File: src/rtl/aes_pkg.sv
// Shared AES controller types and constants.
// Block width, round-index width, key-size round counts, FSM encoding.
package aes_pkg;

  localparam int AES_BLOCK_W = 128;
  localparam int AES_ROUND_W = 4;

  localparam int NR_128 = 10;
  localparam int NR_192 = 12;
  localparam int NR_256 = 14;

  typedef logic [AES_BLOCK_W-1:0] aes_block_t;
  typedef logic [AES_ROUND_W-1:0] aes_round_t;

  typedef enum logic [1:0] {
    IDLE,
    ROUND,
    DONE
  } ctrl_state_t;

endpackage

File: src/rtl/aes_round_ctrl_if.sv
// Block-level plaintext/ciphertext valid-ready streams.
// master drives plaintext and consumes ciphertext; slave is the controller.
interface aes_round_ctrl_if;
  import aes_pkg::*;

  logic       in_valid;
  logic       in_ready;
  aes_block_t in_block;
  logic       out_valid;
  logic       out_ready;
  aes_block_t out_block;

  modport master (
    output in_valid,
    output in_block,
    output out_ready,
    input  in_ready,
    input  out_valid,
    input  out_block
  );

  modport slave (
    input  in_valid,
    input  in_block,
    input  out_ready,
    output in_ready,
    output out_valid,
    output out_block
  );

endinterface

File: src/rtl/aes_round_ctrl.sv
// Iterative AES sequencer: owns state register and round counter,
// steps an external round datapath once per round.
module aes_round_ctrl
  import aes_pkg::*;
#(
  parameter int NR     = NR_128,
  parameter int DP_LAT = 0
) (
  input  logic             clk,
  input  logic             rst,
  input  logic             clear_i,
  aes_round_ctrl_if.slave  bus,
  output aes_block_t       dp_state_o,
  output aes_round_t       dp_round_o,
  output logic             dp_last_o,
  input  aes_block_t       dp_result_i,
  output aes_round_t       rk_round_o,
  input  aes_block_t       rk_in_i,
  output logic             busy_o
);

  localparam aes_round_t LAST = AES_ROUND_W'(NR);
  localparam logic [1:0] LAT  = 2'(DP_LAT);

  ctrl_state_t state_q, state_d;
  aes_round_t  round_q, round_d;
  logic [1:0]  wait_q, wait_d;
  aes_block_t  data_q, data_d;
  logic        step;

  // datapath output has settled for the current round
  assign step = (wait_q == LAT);

  always_ff @(posedge clk) begin
    if (rst) begin
      state_q <= IDLE;
      round_q <= '0;
      wait_q  <= '0;
      data_q  <= '0;
    end else begin
      state_q <= state_d;
      round_q <= round_d;
      wait_q  <= wait_d;
      data_q  <= data_d;
    end
  end

  always_comb begin
    state_d = state_q;
    round_d = round_q;
    wait_d  = wait_q;
    data_d  = data_q;
    unique case (state_q)
      IDLE: begin
        if (bus.in_valid) begin
          data_d  = bus.in_block ^ rk_in_i;
          round_d = AES_ROUND_W'(1);
          wait_d  = '0;
          state_d = ROUND;
        end
      end
      ROUND: begin
        if (!step) begin
          wait_d = wait_q + 2'd1;
        end else begin
          data_d = dp_result_i;
          wait_d = '0;
          if (round_q == LAST) begin
            state_d = DONE;
          end else begin
            round_d = round_q + AES_ROUND_W'(1);
          end
        end
      end
      DONE: begin
        if (bus.out_ready) begin
          state_d = IDLE;
          round_d = '0;
        end
      end
      default: state_d = IDLE;
    endcase
    if (clear_i) begin
      state_d = IDLE;
      round_d = '0;
      wait_d  = '0;
      data_d  = '0;
    end
  end

  always_comb begin
    bus.in_ready  = 1'b0;
    bus.out_valid = 1'b0;
    bus.out_block = '0;
    dp_round_o    = '0;
    dp_last_o     = 1'b0;
    busy_o        = 1'b1;
    unique case (state_q)
      IDLE: begin
        bus.in_ready = 1'b1;
        busy_o       = 1'b0;
      end
      ROUND: begin
        dp_round_o = round_q;
        dp_last_o  = (round_q == LAST);
      end
      DONE: begin
        bus.out_valid = 1'b1;
        bus.out_block = data_q;
      end
      default: ;
    endcase
  end

  assign dp_state_o = data_q;
  assign rk_round_o = dp_round_o;

  a_cfg: assert property (@(posedge clk)
    (NR == NR_128 || NR == NR_192 || NR == NR_256)
    && DP_LAT >= 0 && DP_LAT <= 3);

  a_round_max: assert property (@(posedge clk)
    round_q <= LAST);

  a_excl: assert property (@(posedge clk)
    !(bus.out_valid && bus.in_ready));

  a_hold: assert property (@(posedge clk)
    disable iff (rst || clear_i)
    (bus.out_valid && !bus.out_ready)
    |=> $stable(bus.out_block));

endmodule

File: src/flat_wrapper.sv
// flat-port wrapper written by rule: the top's interface ports become plain ports
module aes_round_ctrl_flat import aes_pkg::*;
#(
  parameter int NR     = NR_128,
  parameter int DP_LAT = 0
)
  (clk, rst, clear_i, dp_state_o, dp_round_o, dp_last_o, dp_result_i, rk_round_o, rk_in_i, busy_o, bus_in_valid, bus_in_block, bus_out_ready, bus_in_ready, bus_out_valid, bus_out_block);
  aes_round_ctrl_if bus_i ();
  input  logic clk;
  input  logic rst;
  input  logic clear_i;
  output aes_block_t dp_state_o;
  output aes_round_t dp_round_o;
  output logic dp_last_o;
  input  aes_block_t dp_result_i;
  output aes_round_t rk_round_o;
  input  aes_block_t rk_in_i;
  output logic busy_o;
  input wire logic [$bits(bus_i.in_valid)-1:0] bus_in_valid;
  input wire logic [$bits(bus_i.in_block)-1:0] bus_in_block;
  input wire logic [$bits(bus_i.out_ready)-1:0] bus_out_ready;
  output wire logic [$bits(bus_i.in_ready)-1:0] bus_in_ready;
  output wire logic [$bits(bus_i.out_valid)-1:0] bus_out_valid;
  output wire logic [$bits(bus_i.out_block)-1:0] bus_out_block;
  assign bus_i.in_valid = bus_in_valid;
  assign bus_i.in_block = bus_in_block;
  assign bus_i.out_ready = bus_out_ready;
  assign bus_in_ready = bus_i.in_ready;
  assign bus_out_valid = bus_i.out_valid;
  assign bus_out_block = bus_i.out_block;
  aes_round_ctrl #(.NR(NR), .DP_LAT(DP_LAT)) u_core (.clk(clk), .rst(rst), .clear_i(clear_i), .bus(bus_i), .dp_state_o(dp_state_o), .dp_round_o(dp_round_o), .dp_last_o(dp_last_o), .dp_result_i(dp_result_i), .rk_round_o(rk_round_o), .rk_in_i(rk_in_i), .busy_o(busy_o));
endmodule
File: config.mk
export PLATFORM = sky130hd
export DESIGN_NAME = aes_round_ctrl_flat
export DESIGN_NICKNAME = d
export VERILOG_FILES = /design/src/rtl/aes_pkg.sv /design/src/rtl/aes_round_ctrl_if.sv /design/src/rtl/aes_round_ctrl.sv /design/src/flat_wrapper.sv
export SDC_FILE = /design/constraint.sdc
export NUM_CORES = 1
export LEC_CHECK = 0
export CAP_MARGIN = 20
export CORE_AREA = 2 2 255 257
export DETAILED_ROUTE_END_ITERATION = 8
export DIE_AREA = 0 0 257 259
export SLEW_MARGIN = 20
export SYNTH_ARGS = -nofsm -noshare
export SYNTH_HDL_FRONTEND = slang
export SYNTH_SLANG_ARGS = --single-unit
File: constraint.sdc
create_clock -name clk -period 2.2 [get_ports clk]
set_input_delay 0.44 -clock clk [delete_from_list [all_inputs] [get_ports clk]]
set_output_delay 0.44 -clock clk [all_outputs]
set_load 0.05 [all_outputs]
==> flow_summary_export.csv <==
group,metric,value,unit
finish,finish.utilization,0.295,
power,switchingPower,2.59,mW
power,p_leak,7.28,nW
global_route,antenna_found_initial,0,
sta,rsz0062_at_grt,"yes",
sta,fin_skew,0.00849,ns
synthesis,ys_seq_area_frac,0.327,
min_path,hold_class,"register to register",
clocking,cts.sinks,136,
sta,slew_violations,0,
routing,drt_iter0_drc,308,
finish,final_nets,2101,
sta,setup_viol,0,
sta,whs,0.497,ns
floorplan,top_level_ports,657,
clocking,clk_pin_slew_worst_paths,0.06,ns
floorplan,start_util,0.130,
floorplan,die_area,66600,sq um
global_route,track_usage,0.117,
synthesis,synth_area,8330,sq um
synthesis,synth_area_leaders,"dfxtp_1, mux2i_1, xnor2_1",
place,portBuffers,656,
synthesis,synth.most_common_cell,"dfxtp_1",
worst_setup_path,startpoint_type,"register",
synthesis,async_flop_share,0,
sta,max_freq,0.463,GHz
routing,drc,0,
clocking,numCtsBuffers,17,
floorplan,rows,93,
power,p_comb_frac,0.318,
power,seqPwrFrac,0.320,
clocking,insertion_delay,0.46,ns
floorplan,fp.dieH,259,um
power,p_sw_frac,0.310,
place,placed_cell_area,17500,sq um
routing,drtAntennaViolNets,0,
global_route,grt_max_degree,136,
worst_setup_path,required,1.76,ns
clocking,cts_tree,"yes",
synthesis,ys.flop_type,"dfxtp_1",
synthesis,ys_ff_latch,136,
power,powerDensity,445,nW/um^2
routing,num_vias,9453,
routing,wl_per_cell,15.8,um
sta,fin_crit_sh,0.982,
finish,finish.instance_area,18800,sq um
worst_setup_path,path_class,"register to primary output",
floorplan,core,63900,sq um
place,place.gp.congestion,0.840,
clocking,ctsLongestPathBuffers,2,
clocking,cts_max_level,4,
sta,fin_crit,2.16,ns
floorplan,die_w,257,um
job,maxCapViolations,0,
place,hpwl,30900,um
finish,antenna_cells,0,
routing,drtPass1Iterations,5,
synthesis,syn-num-nets,1440,
worst_setup_path,path_max_fanout,8,
power,intPower,5.77,mW
power,power_frac_clock,0.362,
clocking,root_buffer,"clkbuf_16",
synthesis,synth_top_area_cell,"dfxtp_1",
global_route,grt_overflow_total,0,
synthesis,synth_edf_count,0,
global_route,grt_pass1_vias,9799,
synthesis,synth_warnings,0,
sta,hold_viol,0,
finish,areaGrowthSynthToFinish,126,%
finish,drive_gt1_frac,0.221,
power,vdd_ir_drop_max,0.000522,V
synthesis,syn_avg_cell_area,7.99,sq um
routing,wl,40500,um
synthesis,syn_inst,1042,
global_route,grt_pass1_wl,58700,um
clocking,ctsHoldBuffers,0,
worst_setup_path,cp-end-kind,"primary output",
worst_setup_path,arrival,1.72,ns
sta,relSlewSlack,0.596,
sta,tightest_slew,0.606,ns
outcome,status,"finished, final reports clean",
routing,via_per_inst,3.68,
synthesis,yosysUniqueCellTypes,30,
synthesis,synth_top_area_share,0.327,
synthesis,synth_commonest_cells,"dfxtp_1, nor2_1, and2_1",
## area by class of cell
class	instances	area [sq um]
Sequential cell	136	2730
Tap cell	855	1070
Inverter	6	22.5
Clock buffer	20	447
Fill cell	6537	45100
Clock inverter	12	151
Timing Repair Buffer	719	8820
Multi-Input combinational cell	823	5580
## kinds of logic (layout without fill, tap and decap cells)
logic type,Yosys count,count (layout),synth area share
xor+xnor,128,128,0.135
flops,136,136,0.327
simple gates,416,416,0.235
compound gates,139,139,0.0864
mux,131,131,0.157
fa+ha+maj,9,9,0.0135
buf+inv,83,757,0.0464
## path summary, 6_finish.rpt
path	slack, ns	depth (start not counted)	startpoint	to
worst max register to register	0.11	7	u_core.state_q[1]$_SDFFE_PP0P_	u_core.round_q[1]$_SDFFE_PP0P_
worst min-delay path	0.50	2	u_core.wait_q[0]$_SDFFE_PP0P_	u_core.wait_q[0]$_SDFFE_PP0P_
worst max-delay path	0.04	6	u_core.state_q[0]$_SDFFE_PP0P_	bus_out_block[0]
worst min register to register	0.50	2	u_core.wait_q[0]$_SDFFE_PP0P_	u_core.wait_q[0]$_SDFFE_PP0P_
## flip-flops by register name (all words and copies together) (netlist names)
signal / count
u_core.dp_state_o: 128
u_core.state_q: 2
u_core.round_q: 4
u_core.wait_q: 2
## layer usage
layer / GRT usage / wire length, um
met1: 0.126 / 15500
met3: 0.0407 / 3060
met5: 0 / 0
met4: 0.0342 / 672
met2: 0.214 / 21300
## critical path, cell delays in order (launching register included)
cell and delay, ns:
dfxtp_2 0.33, inv_2 0.07, ha_4 0.21, buf_12 0.16
buf_16 0.15, and2_4 0.18, buf_12 0.14
## stage by stage
step	setup TNS [ns]	setup slack [ns]	instances	total power, mW
2_1_floorplan	0	0.00393	1042	4.00
3_3_place_gp	0	0.00713	2522	5.36
3_5_place_dp	0	0.0508	2522	5.38
4_1_cts	-2.32	-0.0609	2567	8.56
5_1_grt	-1.92	-0.0527	2571	8.83
6_report	0	0.0385	2571	8.37
## cell usage in the layout (no fill, tap or decap), types with 2 or more instances in the layout
| master | synthesis | final |
|---|---|---|
| clkinv_4 | 0 | 3 |
| buf_16 | 0 | 8 |
| dfxtp_1 | 136 | 134 |
| clkbuf_1 | 42 | 2 |
| bufinv_16 | 0 | 3 |
| nor3_1 | 4 | 4 |
| ha_1 | 9 | 7 |
| clkinv_2 | 0 | 4 |
| xnor2_1 | 128 | 128 |
| clkdlybuf4s50_1 | 0 | 487 |
| clkinvlp_4 | 0 | 2 |
| nor2_1 | 135 | 134 |
| o31ai_1 | 2 | 2 |
| a32oi_1 | 2 | 2 |
| buf_12 | 0 | 152 |
| nor2b_1 | 3 | 3 |
| buf_4 | 13 | 42 |
| clkbuf_16 | 0 | 21 |
| nand3_1 | 3 | 3 |
| ha_4 | 0 | 2 |
| nand2_1 | 129 | 129 |
| dlygate4sd2_1 | 0 | 16 |
| mux2i_1 | 131 | 131 |
| inv_1 | 6 | 5 |
| dlymetal6s2s_1 | 0 | 9 |
| o21ai_0 | 130 | 130 |
| nand2b_1 | 2 | 2 |
| and2_4 | 0 | 131 |
| a21oi_1 | 3 | 3 |
## power groups by stage
stage,sequential (mW),combinational [mW],clock (mW)
floorplan,3.08,0.922,0
global placement,2.72,2.64,0
detailed placement,2.72,2.65,0
CTS,2.68,2.69,3.19
global route,2.69,2.86,3.28
finish,2.68,2.66,3.03
## timing repair
| item | 4_1_cts | 5_1_grt |
|---|---|---|
| gates cloned | 7 | 4 |
| setup endpoints to repair | 148 | 127 |
| gates resized for setup | 160 | 21 |
| pin swaps | 57 | 11 |
| buffers inserted | 6 | 1 |
No activity file was read; power rests on OpenSTA's default activity.
